--- src/rtl/proc_ctrl_if.sv ---
// Control bundle between the instruction controller and the core datapath.
// The master (controller) drives the enables and handshakes; the slave (datapath) drives the opcode and status inputs.
interface proc_ctrl_if;
    logic [7:0] opcode;
    logic       fproc_ready;
    logic       sync_enable;
    logic       cstrobe_in;
    logic [2:0] alu_opcode;
    logic       alu_in0_sel;
    logic [1:0] alu_in1_sel;
    logic       c_strobe_enable;
    logic       reg_write_en;
    logic       instr_ptr_en;
    logic [1:0] instr_ptr_load_en;
    logic       qclk_load_en;
    logic       fproc_out_ready;
    logic       sync_out_ready;
    logic       done;
    logic       err_timeout;
    logic       err_illegal;

    modport master (
        input  opcode, fproc_ready, sync_enable, cstrobe_in,
        output alu_opcode, alu_in0_sel, alu_in1_sel, c_strobe_enable, reg_write_en,
               instr_ptr_en, instr_ptr_load_en, qclk_load_en, fproc_out_ready,
               sync_out_ready, done, err_timeout, err_illegal
    );

    modport slave (
        output opcode, fproc_ready, sync_enable, cstrobe_in,
        input  alu_opcode, alu_in0_sel, alu_in1_sel, c_strobe_enable, reg_write_en,
               instr_ptr_en, instr_ptr_load_en, qclk_load_en, fproc_out_ready,
               sync_out_ready, done, err_timeout, err_illegal
    );
endinterface

--- src/rtl/proc_ctrl_fsm.sv ---
// Multi-cycle instruction control FSM for one processor core: decodes opcode[7:4] and sequences
// ALU, register write, instruction pointer, qclk, fproc and sync barrier operations.
module proc_ctrl_fsm #(
    parameter int FPROC_TIMEOUT = 0,
    parameter int SYNC_TIMEOUT  = 0
) (
    input  logic        clk,
    input  logic        reset,
    proc_ctrl_if.master bus,
    output logic [2:0]  dbg_state
);
    // Handshakes: fproc_out_ready is a one-cycle request; the controller then waits for
    // fproc_ready (valid) to complete. sync_out_ready is held while parked at the barrier and
    // the cycle sync_enable is seen high completes the barrier. Both waits may time out.
    typedef enum logic [2:0] {
        S_DECODE, S_ALU_PROC, S_JUMP_COND, S_INC_QCLK,
        S_AF_WAIT, S_JF_WAIT, S_SYNC_WAIT, S_HALT
    } state_t;

    localparam logic [1:0] IN1_REG   = 2'd0;
    localparam logic [1:0] IN1_QCLK  = 2'd1;
    localparam logic [1:0] IN1_FPROC = 2'd2;

    localparam int MAXT = (FPROC_TIMEOUT > SYNC_TIMEOUT) ? FPROC_TIMEOUT : SYNC_TIMEOUT;
    localparam int CW   = (MAXT > 1) ? $clog2(MAXT) : 1;
    localparam logic [CW-1:0] F_LAST = CW'((FPROC_TIMEOUT > 0) ? FPROC_TIMEOUT - 1 : 0);
    localparam logic [CW-1:0] S_LAST = CW'((SYNC_TIMEOUT > 0) ? SYNC_TIMEOUT - 1 : 0);

    state_t        state, next_state;
    logic [CW-1:0] wait_cnt;
    logic          from_fproc;
    logic          fproc_to, sync_to;

    assign bus.alu_opcode  = bus.opcode[2:0];
    assign bus.alu_in0_sel = bus.opcode[3];
    assign dbg_state       = state;

    always_comb begin
        next_state            = state;
        bus.alu_in1_sel       = IN1_REG;
        bus.c_strobe_enable   = 1'b0;
        bus.reg_write_en      = 1'b0;
        bus.instr_ptr_en      = 1'b0;
        bus.instr_ptr_load_en = 2'd0;
        bus.qclk_load_en      = 1'b0;
        bus.fproc_out_ready   = 1'b0;
        bus.sync_out_ready    = 1'b0;
        bus.done              = 1'b0;
        bus.err_timeout       = 1'b0;
        bus.err_illegal       = 1'b0;
        fproc_to = (FPROC_TIMEOUT > 0) && (wait_cnt == F_LAST);
        sync_to  = (SYNC_TIMEOUT > 0) && (wait_cnt == S_LAST);

        case (state)
            S_DECODE: begin
                case (bus.opcode[7:4])
                    4'h0: begin
                        bus.c_strobe_enable = 1'b1;
                        bus.instr_ptr_en    = bus.cstrobe_in;
                    end
                    4'h1: next_state = S_ALU_PROC;
                    4'h2: begin
                        bus.instr_ptr_en      = 1'b1;
                        bus.instr_ptr_load_en = 2'd1;
                    end
                    4'h3: next_state = S_JUMP_COND;
                    4'h4: begin
                        bus.alu_in1_sel = IN1_QCLK;
                        next_state      = S_INC_QCLK;
                    end
                    4'h5: begin
                        bus.fproc_out_ready = 1'b1;
                        next_state          = S_AF_WAIT;
                    end
                    4'h6: begin
                        bus.fproc_out_ready = 1'b1;
                        next_state          = S_JF_WAIT;
                    end
                    4'h7: begin
                        bus.sync_out_ready = 1'b1;
                        next_state         = S_SYNC_WAIT;
                    end
                    4'h8: next_state = S_HALT;
                    // Undefined classes are flagged and skipped like a NOP.
                    default: begin
                        bus.err_illegal  = 1'b1;
                        bus.instr_ptr_en = 1'b1;
                    end
                endcase
            end
            S_ALU_PROC: begin
                bus.alu_in1_sel  = from_fproc ? IN1_FPROC : IN1_REG;
                bus.reg_write_en = 1'b1;
                bus.instr_ptr_en = 1'b1;
                next_state       = S_DECODE;
            end
            S_INC_QCLK: begin
                bus.alu_in1_sel  = IN1_QCLK;
                bus.qclk_load_en = 1'b1;
                bus.instr_ptr_en = 1'b1;
                next_state       = S_DECODE;
            end
            S_JUMP_COND: begin
                bus.alu_in1_sel       = from_fproc ? IN1_FPROC : IN1_REG;
                bus.instr_ptr_en      = 1'b1;
                bus.instr_ptr_load_en = 2'd2;
                next_state            = S_DECODE;
            end
            S_AF_WAIT, S_JF_WAIT: begin
                bus.alu_in1_sel = IN1_FPROC;
                if (bus.fproc_ready) begin
                    next_state = (state == S_AF_WAIT) ? S_ALU_PROC : S_JUMP_COND;
                end else if (fproc_to) begin
                    bus.err_timeout  = 1'b1;
                    bus.instr_ptr_en = 1'b1;
                    next_state       = S_DECODE;
                end
            end
            S_SYNC_WAIT: begin
                bus.sync_out_ready = 1'b1;
                if (bus.sync_enable) begin
                    bus.instr_ptr_en = 1'b1;
                    next_state       = S_DECODE;
                end else if (sync_to) begin
                    bus.err_timeout  = 1'b1;
                    bus.instr_ptr_en = 1'b1;
                    next_state       = S_DECODE;
                end
            end
            S_HALT: bus.done = 1'b1;
            default: next_state = S_DECODE;
        endcase
    end

    always_ff @(posedge clk) begin
        if (reset) begin
            state      <= S_DECODE;
            wait_cnt   <= '0;
            from_fproc <= 1'b0;
        end else begin
            state      <= next_state;
            // Remembers whether ALU_PROC/JUMP_COND was reached through an fproc wait.
            from_fproc <= (state == S_AF_WAIT) || (state == S_JF_WAIT);
            if ((state == S_AF_WAIT || state == S_JF_WAIT || state == S_SYNC_WAIT) &&
                next_state == state) begin
                wait_cnt <= wait_cnt + 1'b1;
            end else begin
                wait_cnt <= '0;
            end
        end
    end
endmodule

--- src/flat_wrapper.sv ---
// flat-port wrapper written by rule: the top's interface ports become plain ports
module proc_ctrl_fsm_flat 
#(
    parameter int FPROC_TIMEOUT = 0,
    parameter int SYNC_TIMEOUT  = 0
)
  (clk, reset, dbg_state, bus_opcode, bus_fproc_ready, bus_sync_enable, bus_cstrobe_in, bus_alu_opcode, bus_alu_in0_sel, bus_alu_in1_sel, bus_c_strobe_enable, bus_reg_write_en, bus_instr_ptr_en, bus_instr_ptr_load_en, bus_qclk_load_en, bus_fproc_out_ready, bus_sync_out_ready, bus_done, bus_err_timeout, bus_err_illegal);
  proc_ctrl_if bus_i ();
  input  logic clk;
  input  logic reset;
  output logic [2:0] dbg_state;
  input wire logic [$bits(bus_i.opcode)-1:0] bus_opcode;
  input wire logic [$bits(bus_i.fproc_ready)-1:0] bus_fproc_ready;
  input wire logic [$bits(bus_i.sync_enable)-1:0] bus_sync_enable;
  input wire logic [$bits(bus_i.cstrobe_in)-1:0] bus_cstrobe_in;
  output wire logic [$bits(bus_i.alu_opcode)-1:0] bus_alu_opcode;
  output wire logic [$bits(bus_i.alu_in0_sel)-1:0] bus_alu_in0_sel;
  output wire logic [$bits(bus_i.alu_in1_sel)-1:0] bus_alu_in1_sel;
  output wire logic [$bits(bus_i.c_strobe_enable)-1:0] bus_c_strobe_enable;
  output wire logic [$bits(bus_i.reg_write_en)-1:0] bus_reg_write_en;
  output wire logic [$bits(bus_i.instr_ptr_en)-1:0] bus_instr_ptr_en;
  output wire logic [$bits(bus_i.instr_ptr_load_en)-1:0] bus_instr_ptr_load_en;
  output wire logic [$bits(bus_i.qclk_load_en)-1:0] bus_qclk_load_en;
  output wire logic [$bits(bus_i.fproc_out_ready)-1:0] bus_fproc_out_ready;
  output wire logic [$bits(bus_i.sync_out_ready)-1:0] bus_sync_out_ready;
  output wire logic [$bits(bus_i.done)-1:0] bus_done;
  output wire logic [$bits(bus_i.err_timeout)-1:0] bus_err_timeout;
  output wire logic [$bits(bus_i.err_illegal)-1:0] bus_err_illegal;
  assign bus_i.opcode = bus_opcode;
  assign bus_i.fproc_ready = bus_fproc_ready;
  assign bus_i.sync_enable = bus_sync_enable;
  assign bus_i.cstrobe_in = bus_cstrobe_in;
  assign bus_alu_opcode = bus_i.alu_opcode;
  assign bus_alu_in0_sel = bus_i.alu_in0_sel;
  assign bus_alu_in1_sel = bus_i.alu_in1_sel;
  assign bus_c_strobe_enable = bus_i.c_strobe_enable;
  assign bus_reg_write_en = bus_i.reg_write_en;
  assign bus_instr_ptr_en = bus_i.instr_ptr_en;
  assign bus_instr_ptr_load_en = bus_i.instr_ptr_load_en;
  assign bus_qclk_load_en = bus_i.qclk_load_en;
  assign bus_fproc_out_ready = bus_i.fproc_out_ready;
  assign bus_sync_out_ready = bus_i.sync_out_ready;
  assign bus_done = bus_i.done;
  assign bus_err_timeout = bus_i.err_timeout;
  assign bus_err_illegal = bus_i.err_illegal;
  proc_ctrl_fsm #(.FPROC_TIMEOUT(FPROC_TIMEOUT), .SYNC_TIMEOUT(SYNC_TIMEOUT)) u_core (.clk(clk), .reset(reset), .bus(bus_i), .dbg_state(dbg_state));
endmodule
--- config.mk ---
export PLATFORM = sky130hd
export DESIGN_NAME = proc_ctrl_fsm_flat
export DESIGN_NICKNAME = d
export VERILOG_FILES = /design/src/rtl/proc_ctrl_if.sv /design/src/rtl/proc_ctrl_fsm.sv /design/src/flat_wrapper.sv
export SDC_FILE = /design/constraint.sdc
export NUM_CORES = 1
export LEC_CHECK = 0
export CORE_AREA = 2 2 41 43
export CTS_CLUSTER_DIAMETER = 50
export DETAILED_ROUTE_END_ITERATION = 7
export DIE_AREA = 0 0 43 45
export PLACE_DENSITY = 0.85
export SETUP_SLACK_MARGIN = 0.1
export SYNTH_ARGS = -nofsm -noshare
export SYNTH_HDL_FRONTEND = slang
export SYNTH_SLANG_ARGS = --single-unit
--- constraint.sdc ---
create_clock -name clk -period 2.25 [get_ports clk]
set_clock_uncertainty 0.2 [all_clocks]
set_input_delay 0.3375 -clock clk [delete_from_list [all_inputs] [get_ports clk]]
set_output_delay 0.3375 -clock clk [all_outputs]
set_load 0.02 [all_outputs]
==> results of run 1 <==
-- logic make-up after synthesis --
kind of cell    count (synthesis)
compound gates                 20
xor+xnor                        3
buf+inv                        14
flops                           4
other cells                     1
simple gates                   28
-- layer usage --
metal	up-vias	track usage, %
li1	297	-
met2	24	26.7
met1	275	19.2
met4	0	1.82
met3	0	5.60
met5	-	0
-- path summary, 6_finish.rpt --
path,start,to,depth (start not counted)
worst max register to register,u_core.dbg_state[0],u_core.dbg_state[2],5
worst min register to register,u_core.dbg_state[2],u_core.from_fproc,2
worst min-delay path,u_core.dbg_state[2],u_core.from_fproc,2
worst max-delay path,bus_opcode[7],bus_alu_in1_sel[0],5
-- power groups by stage --
| stage | logic [W] | registers (W) | clock network [W] |
|---|---|---|---|
| 2_1_floorplan | 0.000153 | 0.0000964 | 0 |
| 3_3_place_gp | 0.000239 | 0.0000975 | 0 |
| 3_5_place_dp | 0.000244 | 0.0000979 | 0 |
| 4_1_cts | 0.000235 | 0.0000973 | 0.0000931 |
| 5_1_grt | 0.000252 | 0.0000991 | 0.000101 |
| 6_report | 0.000233 | 0.0000976 | 0.0000869 |
-- per-stage QoR --
stage	setup TNS, ps	power, W	setup WS (ps)	instances	instance area, um^2
3_3_place_gp	-1380	0.000336	-267	110	790
3_5_place_dp	-1590	0.000342	-360	110	790
6_report	0	0.000417	157	113	796
4_1_cts	0	0.000425	102	113	798
2_1_floorplan	0	0.000250	292	70	526
5_1_grt	0	0.000452	91.7	113	796
-- registers in the layout, indices dropped and copies added (netlist names) --
register,count
u_core.dbg_state,3
u_core.from_fproc,1
-- worst register-to-register path, cell delays in order (launching register included) --
cell      delay (ps)
dfxtp_1          440
buf_4            200
nand2_2           80
nor2_2           140
a2bb2o_4         230
a211oi_2         150
-- repair_timing --
item	in CTS	in global routing
pin swaps	0	2
endpoints found under the setup margin	12	7
resized for setup	30	8
cloned	0	0
-- final cells by class --
class	count	area, um^2
Timing Repair Buffer	35	292
Inverter	3	11.3
Tap cell	16	20.0
Fill cell	151	676
Multi-Input combinational cell	52	368
Sequential cell	4	82.6
Clock buffer	3	22.5
-- cells in the mapped netlist, drive strengths merged (2+ instances only) --
library cell / n / area share, %
buf: 11 / 15
inv: 3 / 2.1
nand2b: 2 / 2.4
o21ai: 3 / 2.9
a21oi: 4 / 3.8
dfxtp: 4 / 15
xnor2: 3 / 5.0
nor3: 3 / 6.0
nand2: 5 / 4.0
nor2: 9 / 6.9
o32ai: 2 / 3.3
a211oi: 2 / 4.8
==> results.py, run 1 <==
metrics = {
    "die": {
        "initial_core_util_pct": 35.7,
        "die_area_um2": 1940,
        "num_rows": 14,
        "die_h_um": 45,
        "pin_count": 33,
        "die_w_um": 43,
        "core_area_um2": 1470,
    },
    "worst_setup_path": {
        "crit_path_end_kind": "primary output",
        "max_stage_delay_ps": 460,
        "path_class": "in2out",
        "path_cells": "clkdlybuf4s50_1, and2b_1, nand2_1, o32ai_2, buf_4",
        "cp_num_buf_inv": 2,
        "cp.required_ps": 1710,
        "crit_path_max_fanout": 5,
        "reg2reg_slack_ps": 720,
        "arrival_ps": 1560,
        "startpoint_type": "input port",
        "cpMaxStageDelayCell": "clkdlybuf4s50_1",
        "critPathTopFamily": "buffers and inverters",
    },
    "power": {
        "p_leak_nw": 0.361,
        "seqPwrFrac_pct": 23.4,
        "ir_worst_vdd_mv": 0.289,
        "power.switching_w": 0.000163,
        "p_int_w": 0.000254,
        "swShare_pct": 39.1,
        "powerDensity_nw_per_um2": 524,
        "clkPwrFrac_pct": 20.8,
        "comb_power_share_pct": 55.8,
    },
    "global_route": {
        "grt_pass1_vias": 556,
        "grt_overflow": 0,
        "track_usage_pct": 15.4,
        "grt_pass1_wl_mm": 2.30,
        "grt_max_degree": 14,
        "antenna_found_initial": 0,
    },
    "clock_network": {
        "cts.htree.levels": 1,
        "cts_setup_buffers": 0,
        "cts_tree": "done",
        "clkSinkCount": 4,
        "cts_buffers": 3,
        "insertion_delay_ps": 230,
        "hold_buffers": 0,
        "root_buffer": "clkbuf_4",
        "clk_pin_slew_ps": 40,
        "ctsLongestPathBuffers": 2,
    },
    "route": {
        "vias": 596,
        "wl_met2_um": 726,
        "firstDrtPassIters": 4,
        "wl_met3_um": 120,
        "met1_length_um": 599,
        "wl_per_cell_um": 12.8,
        "first_iter_violations": 11,
        "routed.top_layer": "met3",
        "ant_nets": 0,
        "wl_mm": 1.45,
        "drc": 0,
        "viasPerCell": 5.27,
    },
    "logic_synthesis": {
        "synthAdderAreaFrac_pct": 0,
        "syn_avg_cell_area_um2": 7.51,
        "yosys.area_share.simple_pct": 31.4,
        "synthMuxAreaShare_pct": 0,
        "async_flop_share_pct": 0,
        "synthCells": 70,
        "ys_types": 37,
        "ys_ff_latch": 4,
        "synth_ff_type": "dfxtp_1",
        "synth-compound-area-share_pct": 31.0,
        "synth_edf_count": 0,
        "synth.cell_area_um2": 526,
        "ys_warn_count": 0,
        "synth_top_family_by_area": "simple AND/OR/NAND/NOR gates",
        "synth-xor-area-share_pct": 5.00,
        "yosysSeqAreaShare_pct": 15.2,
        "syn_nets": 83,
    },
    "sta": {
        "rsz0062_at_grt": "yes",
        "fin_crit_sh_pct": 93.0,
        "fin_crit_ps": 2090,
        "final_hold_viol_count": 0,
        "maxSlewViolCount": 0,
        "setup_violations": 0,
        "fmax_mhz": 478,
        "holdWs_ps": 317,
    },
    "layout": {
        "drive_above_1_share_pct": 34.0,
        "nets": 112,
        "fin_util_pct": 54.1,
        "layout_common_cells": "buf_4 (13), clkdlybuf4s50_1 (10), nor2_1 (7), dlygate4sd2_1 (5), buf_2 (5)",
        "area_delta_synth_final_pct": 51.4,
        "n_antenna_cell": 0,
        "mostFrequentLayoutCell": "buf_4",
    },
    "place": {
        "dp_hpwl_mm": 1.16,
        "portBuffers": 23,
        "gp_congestion": 0.814,
    },
    "run": {
        "cap_violations": 0,
    },
    "hold_path": {
        "hp-class": "reg2reg",
    },
    "status": {
        "status": "completed",
    },
}
Note: power is estimated with default switching activity, not from simulation.
==> inputs of run 2 (changes only) <==
GPL_TIMING_DRIVEN = 0   (was not set)
==> run 2 against run 1 <==
  * Non-clock buffer count grew 2
  * Cell count grew 1.8%
  * Sequential power shrank 8.8%
  * Power grew 1.2%
  * Largest power group unchanged
==> results.py, run 2 (synthesis gave the netlist of run 1 again) <==
metrics = {
    "status": {
        "status": "completed",
    },
    "clock_network": {
        "clkSinkCount": 4,
        "clk_pin_slew_ps": 30,
        "cts_tree": "done",
        "cts_setup_buffers": 0,
        "cts_buffers": 3,
        "ctsLongestPathBuffers": 2,
        "insertion_delay_ps": 240,
        "root_buffer": "clkbuf_4",
        "cts.htree.levels": 1,
    },
    "die": {
        "core_area_um2": 1470,
        "die_h_um": 45,
        "num_rows": 14,
        "pin_count": 33,
        "die_area_um2": 1940,
        "initial_core_util_pct": 35.7,
        "die_w_um": 43,
    },
    "power": {
        "ir_worst_vdd_mv": 0.166,
        "p_leak_nw": 0.382,
        "powerDensity_nw_per_um2": 510,
    },
    "worst_setup_path": {
        "path_class": "reg2out",
        "crit_path_max_fanout": 9,
        "startpoint_type": "register",
        "cp.required_ps": 1710,
        "crit_path_end_kind": "primary output",
        "arrival_ps": 1510,
    },
    "route": {
        "wl_per_cell_um": 12.0,
        "firstDrtPassIters": 4,
        "wl_mm": 1.39,
        "met1_length_um": 577,
        "vias": 623,
        "drc": 0,
        "viasPerCell": 5.42,
        "wl_met3_um": 121,
        "first_iter_violations": 12,
        "ant_nets": 0,
        "wl_met2_um": 641,
        "routed.top_layer": "met4",
    },
    "run": {
        "cap_violations": 0,
    },
    "layout": {
        "drive_above_1_share_pct": 29.3,
        "layout_common_cells": "clkdlybuf4s50_1 (12), buf_4 (8), nor2_1 (7), dlygate4sd2_1 (5)",
        "n_antenna_cell": 0,
        "mostFrequentLayoutCell": "clkdlybuf4s50_1",
        "stdcell_count": 115,
        "area_delta_synth_final_pct": 57.6,
        "fin_util_pct": 56.3,
        "nets": 114,
        "largest_reg_flops": 3,
    },
    "place": {
        "gp_congestion": 0.769,
        "dp_hpwl_mm": 1.06,
        "dp.cells": 112,
        "portBuffers": 26,
    },
    "global_route": {
        "grt_pass1_vias": 479,
        "track_usage_pct": 15.0,
        "antenna_found_initial": 0,
        "grt_overflow": 0,
        "grt_pass1_wl_mm": 2.13,
        "grt_max_degree": 11,
    },
    "sta": {
        "fin_crit_ps": 2050,
        "final_hold_viol_count": 0,
        "fmax_mhz": 487,
        "setup_violations": 0,
        "fin_crit_sh_pct": 91.2,
        "tns_ps": 0,
        "rsz0062_at_grt": "no",
        "maxSlewViolCount": 0,
    },
    "hold_path": {
        "hp-class": "in2reg",
    },
}
## run 2: changes by cell type in the layout (fill, tap and decap cells not counted)
cell | before | now
buf_2 | 5 | 3
dfxtp_1 | 2 | 3
clkdlybuf4s15_1 | 0 | 1
o32ai_1 | 1 | 2
buf_4 | 13 | 8
dlymetal6s2s_1 | 2 | 3
clkdlybuf4s50_1 | 10 | 12
clkbuf_2 | 0 | 1
o32ai_2 | 1 | 0
clkbuf_4 | 3 | 4
dfxtp_2 | 2 | 1
buf_6 | 0 | 3
## run 2: report_power, final
group,switching [W],internal (W)
clock,0.0000290,0.0000596
sequential,0.00000953,0.0000795
combinational,0.000129,0.000116
## run 2: repair_timing
| action | 4_1_cts | 5_1_grt |
|---|---|---|
| endpoints found under the setup margin | 9 | 8 |
| hold buffers | 0 | 0 |
| endpoints found under the hold margin | 0 | 0 |
| pin swaps | 0 | 1 |
| cloned | 0 | 0 |
| resized for setup | 28 | 14 |
## run 2: layer usage
| layer | global-route usage [%] | up-vias |
|---|---|---|
| met5 | 0 | - |
| met4 | 12.7 | 0 |
| met3 | 1.60 | 4 |
| met2 | 22.1 | 32 |
| met1 | 19.6 | 280 |
| li1 | - | 307 |
## run 2: per-stage QoR
| step | cell area (um^2) | hold slack, ps | worst slack [ps] | total power, W |
|---|---|---|---|---|
| floorplan | 526 | 202 | 292 | 0.000250 |
| global placement | 806 | 519 | -457 | 0.000338 |
| detailed placement | 806 | 544 | -481 | 0.000342 |
| CTS | 816 | 403 | 100 | 0.000422 |
| global route | 828 | 428 | 104 | 0.000457 |
| finish | 828 | 407 | 198 | 0.000422 |
## run 2: final timing paths
check                                          from                  endpoint  slack, ps  depth (start not counted)
worst max-delay path            u_core.dbg_state[0]  bus_instr_ptr_load_en[0]        200                          4
worst max register to register  u_core.dbg_state[0]       u_core.dbg_state[0]        720                          5
worst min-delay path                  bus_opcode[4]       u_core.dbg_state[2]        410                          5
worst min register to register  u_core.dbg_state[2]         u_core.from_fproc        530                          3
## run 2: worst max-delay path, stage by stage (launching register included)
cell	delay, ps
dfxtp_1	310
buf_6	140
nor3_4	270
and4b_1	230
dlygate4sd2_1	330
## run 2: area by class of cell
cell class,instances,area [um^2]
Fill cell,152,643
Multi-Input combinational cell,52,360
Timing Repair Buffer,26,239
Buffer,11,93.8
Sequential cell,4,81.3
Clock buffer,3,22.5
Tap cell,16,20.0
Inverter,3,11.3
